===== config.mk =====
export PLATFORM = sky130hd
export DESIGN_NAME = dtcm_arbiter_flat
export DESIGN_NICKNAME = d
export VERILOG_FILES = /design/src/rtl/tcm_pkg.sv /design/src/rtl/dtcm_arbiter_if.sv /design/src/rtl/tcm_req_mux.sv /design/src/rtl/dtcm_arbiter.sv /design/src/flat_wrapper.sv
export SDC_FILE = /design/constraint.sdc
export NUM_CORES = 1
export LEC_CHECK = 0
export BUFFER_PORTS_ARGS = -buffer_cell sky130_fd_sc_hd__buf_2
export CAP_MARGIN = 20
export CORE_AREA = 2 2 100 102
export CTS_CLUSTER_SIZE = 25
export DETAILED_ROUTE_END_ITERATION = 7
export DIE_AREA = 0 0 102 104
export MAX_ROUTING_LAYER = met4
export PLACE_DENSITY_LB_ADDON = 0.1
export SLEW_MARGIN = 10
export SYNTH_ARGS = -nofsm -noshare
export SYNTH_HDL_FRONTEND = slang
export SYNTH_SLANG_ARGS = --single-unit

===== constraint.sdc =====
create_clock -name clk -period 3.2 [get_ports clk]
set_clock_uncertainty 0.15 [all_clocks]
set_input_delay 0.16 -clock clk [delete_from_list [all_inputs] [get_ports clk]]
set_output_delay 0.16 -clock clk [all_outputs]
set_load 0.005 [all_outputs]

===== src/rtl/tcm_pkg.sv =====
// Shared types and constants for the data TCM arbitration path.
// Carries the default geometry, the request payload layout and the port select encoding.
package tcm_pkg;

  localparam int AW = 14;
  localparam int DW = 32;

  localparam logic SEL_CPU = 1'b0;
  localparam logic SEL_EXT = 1'b1;

  typedef struct packed {
    logic              we;
    logic [DW/8-1:0]   be;
    logic [AW-1:0]     addr;
    logic [DW-1:0]     wdata;
  } tcm_req_t;

endpackage


===== src/rtl/dtcm_arbiter_if.sv =====
// Signal bundle between the two TCM requesters, the arbiter and the TCM itself.
// The slave modport is the arbiter's view; master is everything around it.
interface dtcm_arbiter_if #(
  parameter int AW = tcm_pkg::AW,
  parameter int DW = tcm_pkg::DW
);

  logic            cpu_req;
  logic            cpu_we;
  logic [DW/8-1:0] cpu_be;
  logic [AW-1:0]   cpu_addr;
  logic [DW-1:0]   cpu_wdata;
  logic            cpu_gnt;
  logic            cpu_rvalid;
  logic [DW-1:0]   cpu_rdata;

  logic            ext_req;
  logic            ext_we;
  logic [DW/8-1:0] ext_be;
  logic [AW-1:0]   ext_addr;
  logic [DW-1:0]   ext_wdata;
  logic            ext_lock;
  logic            ext_gnt;
  logic            ext_rvalid;
  logic [DW-1:0]   ext_rdata;

  logic            mem_en;
  logic            mem_we;
  logic [DW/8-1:0] mem_be;
  logic [AW-1:0]   mem_addr;
  logic [DW-1:0]   mem_wdata;
  logic [DW-1:0]   mem_rdata;

  modport slave (
    input  cpu_req, cpu_we, cpu_be, cpu_addr, cpu_wdata,
    output cpu_gnt, cpu_rvalid, cpu_rdata,
    input  ext_req, ext_we, ext_be, ext_addr, ext_wdata, ext_lock,
    output ext_gnt, ext_rvalid, ext_rdata,
    output mem_en, mem_we, mem_be, mem_addr, mem_wdata,
    input  mem_rdata
  );

  modport master (
    output cpu_req, cpu_we, cpu_be, cpu_addr, cpu_wdata,
    input  cpu_gnt, cpu_rvalid, cpu_rdata,
    output ext_req, ext_we, ext_be, ext_addr, ext_wdata, ext_lock,
    input  ext_gnt, ext_rvalid, ext_rdata,
    input  mem_en, mem_we, mem_be, mem_addr, mem_wdata,
    output mem_rdata
  );

endinterface


===== src/rtl/tcm_req_mux.sv =====
// Steers the winning requester's payload onto the TCM and raises only that port's grant.
// An idle cycle drives an all-zero payload so the TCM never sees stray write enables.
module tcm_req_mux
  import tcm_pkg::*;
(
  input  tcm_req_t cpu_pl,
  input  tcm_req_t ext_pl,
  input  logic     sel,
  input  logic     valid,
  output tcm_req_t mem_pl,
  output logic     cpu_gnt,
  output logic     ext_gnt,
  output logic     mem_en
);

  always_comb begin
    mem_pl  = '0;
    cpu_gnt = 1'b0;
    ext_gnt = 1'b0;
    mem_en  = valid;
    if (valid) begin
      if (sel == SEL_EXT) begin
        mem_pl  = ext_pl;
        ext_gnt = 1'b1;
      end else begin
        mem_pl  = cpu_pl;
        cpu_gnt = 1'b1;
      end
    end
  end

endmodule


===== src/rtl/dtcm_arbiter.sv =====
// Shares the single-port data TCM between the CPU memory stage and an external port.
// CPU wins by default; a starvation counter and a burst lock guarantee external progress.
module dtcm_arbiter
  import tcm_pkg::*;
#(
  parameter int AW         = tcm_pkg::AW,
  parameter int DW         = tcm_pkg::DW,
  parameter int STARVE_MAX = 4
) (
  input  logic           clk,
  input  logic           reset,
  dtcm_arbiter_if.slave  bus
);

  localparam logic [3:0] STARVE_LIM = 4'(STARVE_MAX);

  logic [3:0] starve_cnt;
  logic       lock_q;
  logic [1:0] rd_owner_q;

  logic       grant_valid;
  logic       grant_sel;
  logic       cpu_win;
  logic       ext_win;
  tcm_req_t   cpu_pl;
  tcm_req_t   ext_pl;
  tcm_req_t   mem_pl;

  assign cpu_pl = '{we: bus.cpu_we, be: bus.cpu_be[DW/8-1:0],
                    addr: bus.cpu_addr[AW-1:0], wdata: bus.cpu_wdata[DW-1:0]};
  assign ext_pl = '{we: bus.ext_we, be: bus.ext_be[DW/8-1:0],
                    addr: bus.ext_addr[AW-1:0], wdata: bus.ext_wdata[DW-1:0]};

  // A held lock owns the TCM outright, so the CPU stalls even when the external side idles.
  always_comb begin
    grant_valid = 1'b0;
    grant_sel   = SEL_CPU;
    if (reset) begin
      grant_valid = 1'b0;
    end else if (lock_q) begin
      grant_valid = bus.ext_req;
      grant_sel   = SEL_EXT;
    end else if (bus.ext_req && (starve_cnt == STARVE_LIM)) begin
      grant_valid = 1'b1;
      grant_sel   = SEL_EXT;
    end else if (bus.cpu_req) begin
      grant_valid = 1'b1;
      grant_sel   = SEL_CPU;
    end else if (bus.ext_req) begin
      grant_valid = 1'b1;
      grant_sel   = SEL_EXT;
    end
  end

  tcm_req_mux u_mux (
    .cpu_pl  (cpu_pl),
    .ext_pl  (ext_pl),
    .sel     (grant_sel),
    .valid   (grant_valid),
    .mem_pl  (mem_pl),
    .cpu_gnt (cpu_win),
    .ext_gnt (ext_win),
    .mem_en  (bus.mem_en)
  );

  assign bus.cpu_gnt   = cpu_win;
  assign bus.ext_gnt   = ext_win;
  assign bus.mem_we    = mem_pl.we;
  assign bus.mem_be    = mem_pl.be;
  assign bus.mem_addr  = mem_pl.addr;
  assign bus.mem_wdata = mem_pl.wdata;

  always_ff @(posedge clk or posedge reset) begin
    if (reset) begin
      starve_cnt <= 4'd0;
      lock_q     <= 1'b0;
      rd_owner_q <= 2'b00;
    end else begin
      if (cpu_win && bus.ext_req) begin
        if (starve_cnt != STARVE_LIM) starve_cnt <= starve_cnt + 4'd1;
      end else if (ext_win || !bus.ext_req) begin
        starve_cnt <= 4'd0;
      end

      if (!bus.ext_lock)  lock_q <= 1'b0;
      else if (ext_win)   lock_q <= 1'b1;

      // Remember who issued the read so the next-cycle TCM data goes to the right port.
      if (grant_valid && !mem_pl.we) rd_owner_q <= {1'b1, grant_sel};
      else                           rd_owner_q[1] <= 1'b0;
    end
  end

  assign bus.cpu_rvalid = rd_owner_q[1] && (rd_owner_q[0] == SEL_CPU);
  assign bus.ext_rvalid = rd_owner_q[1] && (rd_owner_q[0] == SEL_EXT);
  assign bus.cpu_rdata  = bus.mem_rdata;
  assign bus.ext_rdata  = bus.mem_rdata;

endmodule

===== src/flat_wrapper.sv =====
// flat-port wrapper written by rule: the top's interface ports become plain ports
module dtcm_arbiter_flat import tcm_pkg::*;
#(
  parameter int AW         = tcm_pkg::AW,
  parameter int DW         = tcm_pkg::DW,
  parameter int STARVE_MAX = 4
)
  (clk, reset, bus_cpu_req, bus_cpu_we, bus_cpu_be, bus_cpu_addr, bus_cpu_wdata, bus_cpu_gnt, bus_cpu_rvalid, bus_cpu_rdata, bus_ext_req, bus_ext_we, bus_ext_be, bus_ext_addr, bus_ext_wdata, bus_ext_lock, bus_ext_gnt, bus_ext_rvalid, bus_ext_rdata, bus_mem_en, bus_mem_we, bus_mem_be, bus_mem_addr, bus_mem_wdata, bus_mem_rdata);
  dtcm_arbiter_if #(.AW(AW), .DW(DW)) bus_i ();
  input  logic clk;
  input  logic reset;
  input wire logic [$bits(bus_i.cpu_req)-1:0] bus_cpu_req;
  input wire logic [$bits(bus_i.cpu_we)-1:0] bus_cpu_we;
  input wire logic [$bits(bus_i.cpu_be)-1:0] bus_cpu_be;
  input wire logic [$bits(bus_i.cpu_addr)-1:0] bus_cpu_addr;
  input wire logic [$bits(bus_i.cpu_wdata)-1:0] bus_cpu_wdata;
  output wire logic [$bits(bus_i.cpu_gnt)-1:0] bus_cpu_gnt;
  output wire logic [$bits(bus_i.cpu_rvalid)-1:0] bus_cpu_rvalid;
  output wire logic [$bits(bus_i.cpu_rdata)-1:0] bus_cpu_rdata;
  input wire logic [$bits(bus_i.ext_req)-1:0] bus_ext_req;
  input wire logic [$bits(bus_i.ext_we)-1:0] bus_ext_we;
  input wire logic [$bits(bus_i.ext_be)-1:0] bus_ext_be;
  input wire logic [$bits(bus_i.ext_addr)-1:0] bus_ext_addr;
  input wire logic [$bits(bus_i.ext_wdata)-1:0] bus_ext_wdata;
  input wire logic [$bits(bus_i.ext_lock)-1:0] bus_ext_lock;
  output wire logic [$bits(bus_i.ext_gnt)-1:0] bus_ext_gnt;
  output wire logic [$bits(bus_i.ext_rvalid)-1:0] bus_ext_rvalid;
  output wire logic [$bits(bus_i.ext_rdata)-1:0] bus_ext_rdata;
  output wire logic [$bits(bus_i.mem_en)-1:0] bus_mem_en;
  output wire logic [$bits(bus_i.mem_we)-1:0] bus_mem_we;
  output wire logic [$bits(bus_i.mem_be)-1:0] bus_mem_be;
  output wire logic [$bits(bus_i.mem_addr)-1:0] bus_mem_addr;
  output wire logic [$bits(bus_i.mem_wdata)-1:0] bus_mem_wdata;
  input wire logic [$bits(bus_i.mem_rdata)-1:0] bus_mem_rdata;
  assign bus_i.cpu_req = bus_cpu_req;
  assign bus_i.cpu_we = bus_cpu_we;
  assign bus_i.cpu_be = bus_cpu_be;
  assign bus_i.cpu_addr = bus_cpu_addr;
  assign bus_i.cpu_wdata = bus_cpu_wdata;
  assign bus_cpu_gnt = bus_i.cpu_gnt;
  assign bus_cpu_rvalid = bus_i.cpu_rvalid;
  assign bus_cpu_rdata = bus_i.cpu_rdata;
  assign bus_i.ext_req = bus_ext_req;
  assign bus_i.ext_we = bus_ext_we;
  assign bus_i.ext_be = bus_ext_be;
  assign bus_i.ext_addr = bus_ext_addr;
  assign bus_i.ext_wdata = bus_ext_wdata;
  assign bus_i.ext_lock = bus_ext_lock;
  assign bus_ext_gnt = bus_i.ext_gnt;
  assign bus_ext_rvalid = bus_i.ext_rvalid;
  assign bus_ext_rdata = bus_i.ext_rdata;
  assign bus_mem_en = bus_i.mem_en;
  assign bus_mem_we = bus_i.mem_we;
  assign bus_mem_be = bus_i.mem_be;
  assign bus_mem_addr = bus_i.mem_addr;
  assign bus_mem_wdata = bus_i.mem_wdata;
  assign bus_i.mem_rdata = bus_mem_rdata;
  dtcm_arbiter #(.AW(AW), .DW(DW), .STARVE_MAX(STARVE_MAX)) u_core (.clk(clk), .reset(reset), .bus(bus_i));
endmodule

After elaboration in Yosys (flattened, before gate mapping):

Index checks and enable logic that the tools add are counted.
W data, S select, Z words.

* bits of input ports: 139
* logic and storage cells: 41
* flip-flop bits (word level): 7
* output and inout port bits: 120

* muxes and demuxes: 21
* equality and inequality tests: 4
* $add $sub $neg: 1
* bitwise gates (word level): 1
* reductions and logical operators: 10

Operators with widths (number)
* $mux W51: 2
* $mux W1: 16
* $mux W4: 3
* $logic_and A1 B1 Y1: 5
* $add A4 B1 Y4 const B: 1
* $eq A4 B3 Y1 const B: 1
* $ne A4 B3 Y1 const B: 1
* $logic_not A1 Y1: 2
* $ne A2 B1 Y1 const B: 1
* $ne A2 B2 Y1 const B: 1
* $reduce_and A2 Y1: 1
* $reduce_bool A2 Y1: 1
* $logic_or A1 B1 Y1: 1
* $not A1 Y1: 1

Logic depth before layout (Yosys ltp):

Gate-level depths: netlist of run 1.

* depth in word-level cells: 10
* gate-level depth with buffers: 7
* depth with buffers taken out: 6

By module:

From an unflattened synthesis of run 1, not the netlist that was laid out.

* cells, all modules: 225
* area total of the unflattened synthesis: 1869.3 µm²

Modules (own cells, without submodules)
* tcm_req_mux: cells an instance 116, instances 1, area an instance 979.7 µm², seq. area each 0.0 µm²
* dtcm_arbiter: cells an instance 109, instances 1, area an instance 889.6 µm², seq. area each 175.2 µm²

Least setup slack after synthesis of run 1:

OpenSTA, ideal clock, no wires.

* path kind: register to output
* start point: reg u_core.starve_cnt[0]
* end point: out bus_mem_addr[13]
* slack: 1.411 ns
* data arrival time: 1.479 ns
* stages on the path, launching flop included: 8
* required time: 2.890 ns
* path through: dfrtp_1 inv_1 ha_1 and3b_4 a21oi_4 buf_6 a22oi_1 nor2_1

* longest elaborated chain between the ends: 7
* elaborated cells between the ends (all ways): 10

Ends and longest elaborated chain
* start: declaration: RTL line dtcm_arbiter.sv:17 `logic [3:0] starve_cnt;`
* start signal: assignment: RTL line dtcm_arbiter.sv:80 `if (starve_cnt != STARVE_LIM) starve_cnt <= starve_cnt + 4'd1;`
* $eq A4 B3 Y1 (*): RTL line dtcm_arbiter.sv:43 `end else if (bus.ext_req && (starve_cnt == STARVE_LIM)) begin`
* $logic_and A1 B1 Y1 (*): RTL line dtcm_arbiter.sv:43
* $mux W1: RTL line dtcm_arbiter.sv:43
* $mux W1: RTL line dtcm_arbiter.sv:40 `end else if (lock_q) begin`
* $mux W1: RTL line dtcm_arbiter.sv:38 `if (reset) begin`
* $mux W51: RTL line tcm_req_mux.sv:22 `if (sel == SEL_EXT) begin`
* $mux W51 (*): RTL line tcm_req_mux.sv:21 `if (valid) begin`
* end: declaration: RTL line flat_wrapper.sv:32 `output wire logic [$bits(bus_i.mem_addr)-1:0] bus_mem_addr;`

Mark *: on every way between the ends. The rest lies on a longest branch, timed or not.

Worst setup path after layout of run 1:

* start point: reg u_core.starve_cnt[0]
* end point: out bus_mem_wdata[22]

* longest elaborated chain between the ends: 7
* elaborated cells between the ends (all ways): 10

Ends and longest elaborated chain
* $eq A4 B3 Y1 (*): RTL line dtcm_arbiter.sv:43
* $logic_and A1 B1 Y1 (*): RTL line dtcm_arbiter.sv:43
* $mux W1: RTL line dtcm_arbiter.sv:43
* $mux W1: RTL line dtcm_arbiter.sv:40
* $mux W1: RTL line dtcm_arbiter.sv:38
* $mux W51: RTL line tcm_req_mux.sv:22
* $mux W51 (*): RTL line tcm_req_mux.sv:21
* end: declaration: RTL line flat_wrapper.sv:33 `output wire logic [$bits(bus_i.mem_wdata)-1:0] bus_mem_wdata;`

Marked as above.

==> results of run 1 <==
## synthesized netlist by cell type (3+ instances only)
master    number  share of area [%]
a21oi_1        6                1.7
a22oi_1       36                 16
a22oi_2       14                 10
buf_4         65                 28
buf_6         10                6.5
clkbuf_1       3               0.65
dfrtp_1        7                 10
inv_1          6                1.3
nand2_1        3               0.65
nor2_1        53                 11
o21ai_0        3               0.86
## power groups by stage
stage               combinational (uW)  sequential, uW  clock (uW)
CTS                                262            99.5         127
finish                             256            99.6         123
global placement                   263             101           0
global route                       287             100         136
detailed placement                 261             101           0
floorplan                          203            99.3           0
## logic make-up after synthesis
family | Yosys count | share of synthesized area (%)
AOI/OAI and AO/OA | 68 | 33.0
adders and majority gates | 2 | 1.44
buffers and inverters | 86 | 37.4
DFF | 7 | 10.1
muxes | 1 | 0.575
and+or+nand+nor | 68 | 17.5
## metrics by stage
step	hold WS [ns]	area, um^2	power, uW	setup slack (ns)
2_1_floorplan	-0.140	1740	303	1.41
3_3_place_gp	0.170	2130	363	0.754
3_5_place_dp	0.170	2130	361	0.726
4_1_cts	0.00340	2180	488	0.483
5_1_grt	0.00959	2180	524	0.293
6_report	-0.00224	2180	478	0.508
## critical path: cells and delay by family (launching register included)
family / cells / cell delay [ns]
AND/OR/NAND/NOR: 2 / 0.33
adder cells (fa/ha/maj): 1 / 0.25
buffers and inverters: 3 / 0.59
AO/OA/AOI/OAI: 2 / 0.57
flip-flops: 1 / 0.40
## cell type report
type                            count  area [um^2]
Timing Repair Buffer              168          856
Multi-Input combinational cell    139          915
Fill cell                        1127         7370
Tap cell                          133          166
Sequential cell                     7          175
Clock buffer                        4         45.0
Inverter                            6         22.5
## metal layers
| layer | vias to the layer above | wire length (um) | GRT usage [%] |
|---|---|---|---|
| li1 | 930 | - | - |
| met1 | 872 | 2420 | 11.9 |
| met2 | 106 | 3050 | 19.0 |
| met3 | 31 | 485 | 1.41 |
| met4 | 0 | 224 | 4.76 |
| met5 | - | 0 | - |
## registers in the layout, indices dropped and copies added (netlist names)
name	flops
u_core.starve_cnt	4
u_core.rd_owner_q	2
u_core.lock_q	1
## worst paths after layout
kind	from	cells after the start	to
worst max-delay path	u_core.starve_cnt[0]	8	bus_mem_wdata[22]
worst min-delay path	bus_ext_lock	2	u_core.lock_q
worst max register to register	u_core.starve_cnt[0]	6	u_core.starve_cnt[0]
worst min register to register	u_core.lock_q	1	u_core.lock_q
max in group asynchronous	reset	2	u_core.starve_cnt[2]
min in group asynchronous	reset	2	u_core.rd_owner_q[0]
==> impl_metrics.toml, run 1 <==
[setup_path]
path_cells = "inv_1 > ha_1 > and3b_4 > a21oi_4 > buf_4 > a22oi_1 > nor2_1 > buf_2"
critPathLaunchType = "flop"
critPathCaptureType = "output port"
cp_max_fo = 27
slowest_stage = "a21oi_4"
cp_slowest_stage_delay_ns = 0.44
required_ns = 2.89
r2r_setup_slack_ns = 1.43
path_class = "flop to output port"
worst_ep_arrival_time_ns = 2.38

[clock_tree]
cts_resized = 0
cts_buffers = 3
cts_tree = "done"
cts.htree.levels = 1
cts.sinks = 7
clkTransAtPathRegs_ns = 0.04
clk-insertion-delay-late_ns = 0.23
post_cts_buffers = 0
hold_buffers = 0
cts-root-buf = "clkbuf_8"
cts_buffer_depth = 2

[sta]
finalHoldViolCount = 1
period_needed_ns = 2.69
worst_slew_pin_slew_ns = 0.580
drv_slew = 0
fmax_mhz = 371
finalCritPeriodShare_pct = 84.1
holdWs_ns = -0.00224
slew-limit-headroom_pct = 61.4
setup_tns_ns = 0
setup_viol = 0
rsz0062_at_grt = "false"

[yosys]
netlist_instances = 232
synth.distinct_cells = 31
synth_nets = 373
yosysSeqAreaShare_pct = 10.1
synth_area_mm2 = 0.00174
synth_area_per_cell_um2 = 7.51
yosys_most_used_dff = "dfrtp_1"
async_flop_share_pct = 100
yosys_warnings = 0
ys_ff_latch = 7
synth_edf_count = 0

[power_and_ir_drop]
ir_drop_mv = 0.152
p_leak_uw = 0.00119
p_int_uw = 307
p_comb_share_pct = 53.4
pwr-share-seq_pct = 20.8
swShare_pct = 35.7
p_sw_uw = 171
p_per_area_mw_per_mm2 = 220
clockPowerShare_pct = 25.8

[detailed_routing]
drc_errors = 0
routedWlPerCell_um = 13.5
dr.first_iter.drc_count = 60
antenna_left = 0
vias = 1939
vias_per_cell = 4.24
routed_wl_um = 6180
drt_first_pass_iters = 4

[floorplan]
dieWidth_um = 102
die_y_um = 104
core.rowCount = 36
core_mm2 = 0.00955
die_area_mm2 = 0.0106
start_util_pct = 18.2
ioPinCount = 259

[global_routing]
grt_max_degree = 33
grt_pass1_wl_um = 9030
grtUsageTotal_pct = 10.8
grt_pass1_vias = 1833
overflow = 0
antenna_found_initial = 0

[hold_path]
hp-class = "input port to flop"

[placement]
dp.cells = 453
place_hpwl_um = 5050
gp_congestion = 0.747
io_buffers = 162

[finish]
final_nets = 466
drive_gt1_share_pct = 58.6
mostFrequentLayoutCells = "buf_2, nor2_1, a22oi_1, a22oi_2, dfrtp_1"
antenna_cells = 0
final_common_cell = "buf_2"
final_cells = 457
syn2layout_area_growth_pct = 25.1
post-route-util_pct = 22.8

[outcome]
outcome = "complete, but fails checks"
violations = "hold timing"

[flow_run]
drv_cap = 0
No activity file was read; power rests on OpenSTA's default activity.
==> inputs of run 2 (changes only) <==
- CORE_AREA: 2 2 100 102 -> 2 2 99 101
- DIE_AREA: 0 0 102 104 -> 0 0 101 103
- clock period: 3.2 -> 2.41 ns (I/O delays scaled with it)
==> impl_metrics.toml, run 2 (synthesis results as in run 1) <==
[detailed_routing]
routedWlPerCell_um = 13.6
vias_per_cell = 4.32
antenna_left = 0
dr.first_iter.drc_count = 42
routed_wl_um = 5970
drc_errors = 0
vias = 1899
drt_first_pass_iters = 4

[sta]
slew-limit-headroom_pct = 66.6
rsz0062_at_grt = "true"
drv_slew = 0
worst_slew_pin_slew_ns = 0.501
finalHoldViolCount = 0
period_needed_ns = 2.23
setup_viol = 0
fmax_mhz = 449
finalCritPeriodShare_pct = 92.4
setup_tns_ns = 0
setup_slack_ns = 0.183

[floorplan]
die_y_um = 103
ioPinCount = 259
core_mm2 = 0.00946
start_util_pct = 18.4
dieWidth_um = 101
die_area_mm2 = 0.0104
core.rowCount = 36

[finish]
final_common_cell = "buf_2"
post-route-util_pct = 23.3
drive_gt1_share_pct = 58.3
largest_register_ffs = 4
syn2layout_area_growth_pct = 26.6
regMostFlops = "u_core.starve_cnt"
final_nets = 468
largest_registers = "u_core.starve_cnt: 4 flops, u_core.rd_owner_q: 2 flops, u_core.lock_q: 1 flops"
finish.instance_area_mm2 = 0.00220
antenna_cells = 0
n_fill_cell = 1100
seq_area_um2 = 175
multi_input_area_um2 = 915
mostFrequentLayoutCells = "buf_2, nor2_1, a22oi_1, a22oi_2, dfrtp_1"

[power_and_ir_drop]
swShare_pct = 35.3
p_sw_uw = 227
p_int_uw = 417
ir_drop_mv = 0.177
pwr-share-seq_pct = 20.5
clockPowerShare_pct = 25.9
p_comb_share_pct = 53.7
p_per_area_mw_per_mm2 = 292
p_leak_uw = 0.00120

[global_routing]
antenna_found_initial = 0
overflow = 0
grt_pass1_wl_um = 8400
grt_max_degree = 33
grtUsageTotal_pct = 10.3
grt_pass1_vias = 1739

[setup_path]
critPathCaptureType = "output port"
r2r_cells = 6
path_class = "flop to output port"
r2r_start = "u_core.starve_cnt[0]"
r2r_setup_slack_ns = 0.69
critPathLaunchType = "flop"
required_ns = 2.14
cp_max_fo = 28
worst_ep_arrival_time_ns = 1.96
regToRegEndpoint = "u_core.starve_cnt[1]"

[clock_tree]
cts_buffer_depth = 2
cts-root-buf = "clkbuf_8"
cts_tree = "done"
clkTransAtPathRegs_ns = 0.04
cts.sinks = 7
post_cts_buffers = 0
clk-insertion-delay-late_ns = 0.23
cts.htree.levels = 1
cts_buffers = 3

[outcome]
outcome = "completed"

[hold_path]
hp-class = "input port to flop"
whs_path_depth = 3
worstHoldStart = "bus_cpu_we"
min_to = "u_core.rd_owner_q[0]"

[placement]
io_buffers = 162
place_hpwl_um = 4640
gp_congestion = 0.732
dpl_worst_slack_ns = 0.314
postPlaceCellArea_mm2 = 0.00214

[flow_run]
drv_cap = 0
-- run 2: cell count changes in the layout (fill, tap and decap cells not counted), sizes merged --
cell / previous run / this run
dlygate4sd3: 0 / 2
-- run 2: metal layers --
metal	part of all wire [%]	track usage (%)	up-vias	wire (um)
met5	0	-	-	0
met3	8.8	2.31	23	526
met1	37	11.4	853	2200
met4	3.4	4.37	0	201
li1	-	-	933	-
met2	51	17.9	90	3040
-- run 2: power groups by stage --
stage,sequential (uW),clock (uW),combinational [uW]
after floorplan,132,0,270
after global placement,133,0,350
after detailed placement,134,0,349
after CTS,132,172,353
after global routing,134,178,389
final,132,167,346
-- run 2: metrics by stage --
stage | hold slack, ns | total power [uW] | instances
floorplan | -0.180 | 402 | 232
global placement | 0.0911 | 483 | 434
detailed placement | 0.0911 | 484 | 434
CTS | 0.0188 | 658 | 440
global route | 0.0460 | 701 | 440
finish | 0.0137 | 644 | 440
-- run 2: how the worst max path moves through the flow --
| stage | startpoint | depth (start not counted) | to |
|---|---|---|---|
| 4_1_cts | u_core.starve_cnt[0] | 8 | bus_mem_wdata[8] |
| 5_1_grt | u_core.starve_cnt[0] | 8 | bus_mem_addr[10] |
| 2_1_floorplan | u_core.starve_cnt[0] | 7 | bus_mem_addr[13] |
| 3_5_place_dp | u_core.starve_cnt[0] | 8 | bus_mem_wdata[8] |
| 3_3_place_gp | u_core.starve_cnt[0] | 8 | bus_mem_wdata[8] |
| 6_report | u_core.starve_cnt[0] | 8 | bus_mem_wdata[8] |
-- run 2: repair_timing --
action / 4_1_cts / 5_1_grt
endpoints found under the setup margin: 0 / 19
hold buffers: 2 / 0
gates resized for setup: 0 / 1
hold endpoints to repair: 8 / 0
-- run 2: cell type report --
class,count,share of cell area [%]
multi-input cells,139,41.5
repair buffers,170,41.0
flip-flops and latches,7,7.95
well taps,114,6.47
clock buffers,4,2.04
inverters,6,1.02
-- run 2: critical path, cell delays in order (launching register included) --
cell and delay (ns):
dfrtp_1 0.41, inv_1 0.09, ha_1 0.24, nand3b_4 0.12
a21oi_4 0.17, buf_6 0.28, a22oi_2 0.12, nor2_1 0.14
buf_2 0.14
==> inputs of run 3 (changes only) <==
- PLACE_DENSITY: unset -> 0.58
- PLACE_DENSITY_LB_ADDON: 0.1 -> unset
==> impl_metrics.toml, run 3 (synthesis results as in run 1) <==
[outcome]
outcome = "completed"

[detailed_routing]
drt_first_pass_iters = 4
routedWlPerCell_um = 13.7
vias = 1925
antenna_left = 0
routed_wl_um = 6030
drc_errors = 0
dr.first_iter.drc_count = 50
vias_per_cell = 4.38

[sta]
holdWs_ns = 0.0221
setup_tns_ns = 0
setup_viol = 0
rsz0062_at_grt = "false"
finalCritPeriodShare_pct = 95.8
fmax_mhz = 433
period_needed_ns = 2.31
drv_slew = 0
finalHoldViolCount = 0
worst_slew_pin_slew_ns = 0.660
slew-limit-headroom_pct = 56.0

[clock_tree]
clkTransAtPathRegs_ns = 0.04
post_cts_buffers = 0
cts-root-buf = "clkbuf_8"
clk-insertion-delay-late_ns = 0.23
cts_buffer_depth = 2
cts_buffers = 3
cts.sinks = 7
cts_tree = "done"
cts.htree.levels = 1

[finish]
final_common_cell = "buf_2"
final_nets = 467
mostFrequentLayoutCells = "buf_2, nor2_1, a22oi_1, a22oi_2, dfrtp_1"
antenna_cells = 0
n_fill_cell = 1086
largest_registers = "u_core.starve_cnt: 4 flops, u_core.rd_owner_q: 2 flops, u_core.lock_q: 1 flops"
drive_gt1_share_pct = 58.5
multi_input_area_um2 = 915
seq_area_um2 = 175
largest_register_ffs = 4
syn2layout_area_growth_pct = 25.2
final_cells = 439
regMostFlops = "u_core.starve_cnt"

[setup_path]
path_class = "flop to output port"
timing.critical_path.buf_inv = 3
cp_slowest_stage_delay_ns = 0.40
critPathCaptureType = "output port"
path_cells = "inv_1 > ha_1 > and3b_4 > a21oi_4 > buf_6 > a22oi_1 > nor2_1 > buf_2"
critical-path-top-delay-family = "buffers and inverters"
required_ns = 2.14
cp_max_fo = 30
critPathLaunch = "u_core.starve_cnt[0]"
worst_ep_arrival_time_ns = 2.04
slowest_stage = "dfrtp_1"
critPathLaunchType = "flop"
r2r_start = "u_core.starve_cnt[0]"

[power_and_ir_drop]
p_int_uw = 413
p_leak_uw = 0.00119
p_total_uw = 649
p_sw_uw = 236
ir_drop_mv = 0.175
swShare_pct = 36.4
p_per_area_mw_per_mm2 = 298
clockPowerShare_pct = 26.3
p_comb_share_pct = 53.3
pwr-share-seq_pct = 20.4

[floorplan]
die_area_mm2 = 0.0104
ioPinCount = 259
dieWidth_um = 101
die_y_um = 103
core_mm2 = 0.00946
core.rowCount = 36
start_util_pct = 18.4

[hold_path]
hp-class = "input port to async pin"

[placement]
io_buffers = 162
gp_congestion = 0.730
dp.cells = 434
place_hpwl_um = 4960

[global_routing]
grtUsageTotal_pct = 9.87
grt_max_degree = 39
overflow = 0
grt_pass1_wl_um = 7850
grt_pass1_vias = 1557
antenna_found_initial = 0

[flow_run]
drv_cap = 0
[run 3: layout make-up]
cell class / count / share of cell area, %
Clock buffer: 4 / 2.07
Tap cell: 114 / 6.54
Inverter: 6 / 1.03
Timing Repair Buffer: 169 / 40.4
Sequential cell: 7 / 8.03
Multi-Input combinational cell: 139 / 41.9
[run 3: worst reg2reg max path, stage by stage, from the launching register on]
cell and delay, ns:
dfrtp_1 0.40, inv_1 0.08, ha_1 0.25, and3b_4 0.23
nor2_1 0.26, nand3_1 0.12, a21oi_1 0.15
[run 3: power groups by stage]
stage	combinational [uW]	sequential [uW]	clock, uW
2_1_floorplan	270	132	0
3_3_place_gp	336	133	0
3_5_place_dp	344	134	0
4_1_cts	346	132	177
5_1_grt	388	133	188
6_report	346	132	171
[run 3: per-stage QoR]
stage | util (%) | instance area, um^2 | setup slack [ns]
after floorplan | - | 1740 | 0.660
after global placement | 22.3 | 2110 | 0.366
after detailed placement | 22.3 | 2110 | 0.296
after CTS | 22.9 | 2170 | 0.0435
after global routing | 23.1 | 2180 | 0.0117
final | 23.1 | 2180 | 0.101
[run 3: metal layers]
layer | up-vias | global-route usage (%) | share of wire (%)
met5 | - | - | 0
met4 | 0 | 5.82 | 3.6
met3 | 32 | 2.44 | 8.4
met2 | 81 | 14.2 | 45
met1 | 878 | 12.5 | 43
li1 | 934 | - | -
[run 3: final timing paths]
path                                        endpoint  slack [ns]  depth (start not counted)
worst max-delay path                bus_mem_addr[10]        0.10                          8
worst min-delay path            u_core.starve_cnt[2]        0.02                          3
worst max register to register  u_core.starve_cnt[1]        0.69                          6
worst min register to register         u_core.lock_q        0.40                          1
max in group asynchronous       u_core.rd_owner_q[0]        1.93                          3
min in group clk                u_core.rd_owner_q[0]        0.02                          3
[run 3: timing repair]
item	in CTS	in global routing
setup endpoints to repair	0	27
hold buffers	1	0
gates resized for setup	0	4
endpoints found under the hold margin	1	0
